File: config.mk
export PLATFORM = sky130hd
export DESIGN_NAME = pwm_deadtime
export DESIGN_NICKNAME = d
export VERILOG_FILES = /design/src/rtl/pwm_deadtime.sv
export SDC_FILE = /design/constraint.sdc
export NUM_CORES = 1
export LEC_CHECK = 0
export ABC_AREA = 0
export CORE_MARGIN = 4
export CORE_UTILIZATION = 30
export DETAILED_ROUTE_END_ITERATION = 8
export GPL_TIMING_DRIVEN = 0
export HOLD_SLACK_MARGIN = 0.08
export PLACE_DENSITY_LB_ADDON = 0.08
export SLEW_MARGIN = 20
export SYNTH_ARGS = -nofsm -noshare
export SYNTH_HDL_FRONTEND = slang
export SYNTH_SLANG_ARGS = --single-unit
File: constraint.sdc
create_clock -name clk -period 2.6 [get_ports clk]
set_input_delay 0.52 -clock clk [delete_from_list [all_inputs] [get_ports clk]]
set_output_delay 0.52 -clock clk [all_outputs]
set_load 0.01 [all_outputs]
File: src/rtl/pwm_deadtime.sv
// Complementary high/low gate drive from a single PWM level, with independent
// rising/falling dead bands, latched fault shutdown and a swallowed-pulse counter.
//
// state      | meaning
// -----------+-------------------------------------------------------------
// S_OFF      | both gates low, waiting for enable
// S_LO_ON    | low-side gate on
// S_DT_TO_HI | dead band before the high-side gate turns on
// S_HI_ON    | high-side gate on
// S_DT_TO_LO | dead band before the low-side gate turns on
// S_FAULT    | both gates low, latched until cleared with fault released
module pwm_deadtime #(
    parameter int DT_WIDTH = 8,
    parameter int SW_WIDTH = 8
) (
    input  logic                clk,
    input  logic                rst,
    input  logic                in_i,
    input  logic                en_i,
    input  logic [DT_WIDTH-1:0] dt_rise_i,
    input  logic [DT_WIDTH-1:0] dt_fall_i,
    input  logic                fault_i,
    input  logic                fault_clr_i,
    output logic                out_hi_o,
    output logic                out_lo_o,
    output logic                busy_o,
    output logic                fault_latched_o,
    output logic [SW_WIDTH-1:0] swallow_cnt_o
);

    typedef enum logic [2:0] {
        S_OFF      = 3'd0,
        S_LO_ON    = 3'd1,
        S_DT_TO_HI = 3'd2,
        S_HI_ON    = 3'd3,
        S_DT_TO_LO = 3'd4,
        S_FAULT    = 3'd5
    } state_t;

    state_t              state_q, state_d;
    logic [DT_WIDTH-1:0] cnt_q, cnt_d;
    logic [SW_WIDTH-1:0] sw_q, sw_d;
    logic                sw_inc;

    always_comb begin
        state_d = state_q;
        cnt_d   = cnt_q;
        sw_inc  = 1'b0;
        if (fault_i) begin
            state_d = S_FAULT;
            cnt_d   = '0;
        end else if (state_q == S_FAULT) begin
            if (fault_clr_i) begin
                state_d = S_OFF;
            end
        end else if (!en_i) begin
            state_d = S_OFF;
            cnt_d   = '0;
        end else begin
            case (state_q)
                S_OFF: begin
                    if (in_i) begin
                        state_d = (dt_rise_i == '0) ? S_HI_ON : S_DT_TO_HI;
                        cnt_d   = dt_rise_i;
                    end else begin
                        state_d = (dt_fall_i == '0) ? S_LO_ON : S_DT_TO_LO;
                        cnt_d   = dt_fall_i;
                    end
                end
                S_LO_ON: begin
                    if (in_i) begin
                        state_d = (dt_rise_i == '0) ? S_HI_ON : S_DT_TO_HI;
                        cnt_d   = dt_rise_i;
                    end
                end
                S_HI_ON: begin
                    if (!in_i) begin
                        state_d = (dt_fall_i == '0) ? S_LO_ON : S_DT_TO_LO;
                        cnt_d   = dt_fall_i;
                    end
                end
                // The counter is only loaded with non-zero values and stops at 1,
                // so it can never wrap.
                S_DT_TO_HI: begin
                    if (!in_i) begin
                        state_d = S_LO_ON;
                        cnt_d   = '0;
                        sw_inc  = 1'b1;
                    end else if (cnt_q <= DT_WIDTH'(1)) begin
                        state_d = S_HI_ON;
                        cnt_d   = '0;
                    end else begin
                        cnt_d   = cnt_q - DT_WIDTH'(1);
                    end
                end
                S_DT_TO_LO: begin
                    if (in_i) begin
                        state_d = S_HI_ON;
                        cnt_d   = '0;
                        sw_inc  = 1'b1;
                    end else if (cnt_q <= DT_WIDTH'(1)) begin
                        state_d = S_LO_ON;
                        cnt_d   = '0;
                    end else begin
                        cnt_d   = cnt_q - DT_WIDTH'(1);
                    end
                end
                default: begin
                    state_d = S_OFF;
                    cnt_d   = '0;
                end
            endcase
        end
    end

    always_comb begin
        sw_d = sw_q;
        if (sw_inc && (sw_q != '1)) begin
            sw_d = sw_q + SW_WIDTH'(1);
        end
    end

    always_ff @(posedge clk) begin
        if (rst) begin
            state_q <= S_OFF;
            cnt_q   <= '0;
            sw_q    <= '0;
        end else begin
            state_q <= state_d;
            cnt_q   <= cnt_d;
            sw_q    <= sw_d;
        end
    end

    // Gate drives depend on the state register alone, so overlap is impossible.
    assign out_hi_o        = (state_q == S_HI_ON);
    assign out_lo_o        = (state_q == S_LO_ON);
    assign busy_o          = (state_q == S_DT_TO_HI) || (state_q == S_DT_TO_LO);
    assign fault_latched_o = (state_q == S_FAULT);
    assign swallow_cnt_o   = sw_q;

endmodule

==> flow_summary.toml <==
[power_and_ir_drop]
vdd_drop_max_uv = 185
power_density_nw_per_um2 = 381
p_leak_nw = 0.672

[timing]
final.setup.tns_ps = 0
layout_min_cycle_time_ps = 2410
fmax_mhz = 414
relSlewSlack_pct = 50.4
drv_slew = 0
finalClockSkew_ps = 3.87
post-route-period-util_pct = 92.8
hold_violations = 0
rsz0062_at_grt = "no"
tightest_slew_ps = 737
setup_viol = 0

[grt]
grt_pass1_vias = 1476
gr-total-overflow = 0
antenna_found_initial = 0
grt_first_pass_wirelength_mm = 7.22
grt_usage_pct = 14.5
grt_max_degree = 12

[detailed_routing]
ant_nets = 0
drc = 0
top_layer = "met4"
wl_met3_um = 172
wl_per_cell_um = 14.8
wl_mm = 4.11
drt-met1-wl_mm = 2.03
vias_per_cell = 5.50
dr_wl_met2_mm = 1.86
vias = 1523
dr.pass1.iters = 4
drt_iter0_markers = 99

[clock_tree]
cts_root_buf = "clkbuf_8"
post_cts_resize_count = 0
clockBufferDepth = 2
clock-sinks = 19
cts_tree = "done"
htreeDepth = 1
ctsHoldBuffers = 0
numCtsBuffers = 3
post_cts_buffers = 0
path_clk_slew_ps = 80
worstSkewPairLatency_ps = 250

[floorplanning]
die_area_um2 = 5930
die_y_um = 77.0
ioPinCount = 34
fp.dieW_um = 77.0
rows = 24
core_um2 = 4470
start_util_pct = 31.9

[status]
status = "finished, final reports clean"

[cells_and_area]
drive_above_1_share_pct = 6.22
layout.nets = 251
antenna_cells = 0
num-fill-cells = 463
finalNonFillerCells = 277
syn2layout_area_growth_pct = 30.5

[synthesis]
yosysSeqAreaShare_pct = 26.6
synthFlopType = "dfxtp_1"
yosysTopAreaCellShare_pct = 26.6
synth_fa_ha_area_share_pct = 2.63
ys_warn_count = 0
synth-edff-count = 0
synth_cells = 189
synth_top_family_by_area = "simple AND/OR/NAND/NOR gates"
synth_seq_cells = 19
synth.area.mux_share_pct = 5.61
netlist_top_cells_count = "nand2_1, dfxtp_1, nor2_1"
syn_area_per_cell_um2 = 7.55
synthesis.area_um2 = 1430
ys_types = 42
yosysMostFrequentCell = "nand2_1"
synth-simple-area-share_pct = 30.6
synth_compound_area_share_pct = 25.6
syn-num-nets = 214
netlist_top_cells_area = "dfxtp_1, nand2_1, mux2i_1, nor2_1, xor2_1"
async_reset_ff_share_pct = 0
yosys.area.top_type = "dfxtp_1"
synth_xor_area_share_pct = 4.91

[critical_path]
critical_path.cell_chain = "clkbuf_2 -> buf_2 -> and2_1 -> clkdlybuf4s50_1"
path_class = "reg2out"
worst-path-max-fanout = 10
endpoint_kind = "output port"
crit_family = "buffers and inverters"
cp.depth = 4
startpoint_type = "register"
cpMaxStageDelayCell = "clkdlybuf4s50_1"
path_buf_inv = 3
max_stage_delay_ps = 530
rr_worst_depth = 5
reg2reg_setup_slack_ps = 610
arrival_ps = 1890
worstPathRequired_ps = 2080

[place]
placed_cells = 273
gp_congestion = 0.851
portBuffers = 32
dp_hpwl_mm = 3.32

[flow_run]
maxCapViolations = 0

[min_path]
min_path_cells = 2
hold_path_class = "reg2reg"
==> worst paths after layout <==
kind	endpoint	startpoint
worst min register to register	swallow_cnt_o[5]$_SDFFE_PP0P_	swallow_cnt_o[5]$_SDFFE_PP0P_
worst max register to register	cnt_q[3]$_SDFFE_PP0P_	cnt_q[2]$_SDFFE_PP0P_
worst max-delay path	out_hi_o	state_q[1]$_SDFFE_PP0P_
worst min-delay path	swallow_cnt_o[5]$_SDFFE_PP0P_	swallow_cnt_o[5]$_SDFFE_PP0P_
==> cells in the final DEF (no fill, tap or decap), types with 4 or more instances in the layout <==
| master | instances |
|---|---|
| a21oi_1 | 9 |
| a22oi_1 | 6 |
| a31oi_1 | 5 |
| and2_1 | 4 |
| clkdlybuf4s50_1 | 32 |
| dfxtp_1 | 19 |
| inv_1 | 5 |
| mux2i_1 | 8 |
| nand2_1 | 28 |
| nand3b_1 | 4 |
| nor2_1 | 18 |
| nor2b_1 | 6 |
| nor3_1 | 4 |
| nor4_1 | 6 |
| o211ai_1 | 5 |
| o21ai_0 | 5 |
| o221ai_1 | 5 |
| o22ai_1 | 7 |
| xor2_1 | 6 |
==> flip-flops by register name, summed over array words and instances, names as in the netlist <==
register,cells
state_q,3
cnt_q,8
swallow_cnt_o,8
==> cell type report <==
class                   count  area (um^2)  area share (%)
clock inverters             1         5.00           0.269
repair buffers             32          320            17.2
well taps                  52         65.1            3.49
plain buffers               8         42.5            2.28
clock buffers               3         41.3            2.22
multi-input cells         157          990            53.1
inverters                   5         18.8            1.01
flip-flops and latches     19          380            20.4
==> layer usage <==
metal,vias up,track usage [%]
li1,775,-
met1,706,21.2
met2,36,22.0
met3,6,2.58
met4,0,3.38
met5,-,0
==> worst min-delay path, delay by kind of cell, from the launching register on <==
kind / cells / cell delay, ps
flip-flops: 1 / 340
AO/OA/AOI/OAI: 2 / 140
==> power breakdown <==
group          internal (mW)  switching (mW)
sequential             0.298         0.00982
combinational         0.0911           0.101
clock                  0.106           0.103
==> per-stage QoR <==
stage	setup slack (ps)	util, %	cell area, um^2	hold slack [ps]	total power, mW
2_1_floorplan	627	-	1430	478	0.428
3_3_place_gp	244	40.5	1810	497	0.504
3_5_place_dp	239	40.5	1810	512	0.506
4_1_cts	22.5	41.6	1860	523	0.717
5_1_grt	71.7	41.6	1860	572	0.757
6_report	187	41.6	1860	514	0.710
==> kinds of logic (layout without fill, tap and decap cells) <==
family / after synthesis / in the layout
AND/OR/NAND/NOR: 86 / 86
AO/OA/AOI/OAI: 52 / 52
flip-flops: 19 / 19
buffers and inverters: 13 / 49
XOR/XNOR: 8 / 8
multiplexers: 8 / 8
adder cells (fa/ha/maj): 3 / 3
Power figures use the tool's default switching activity.
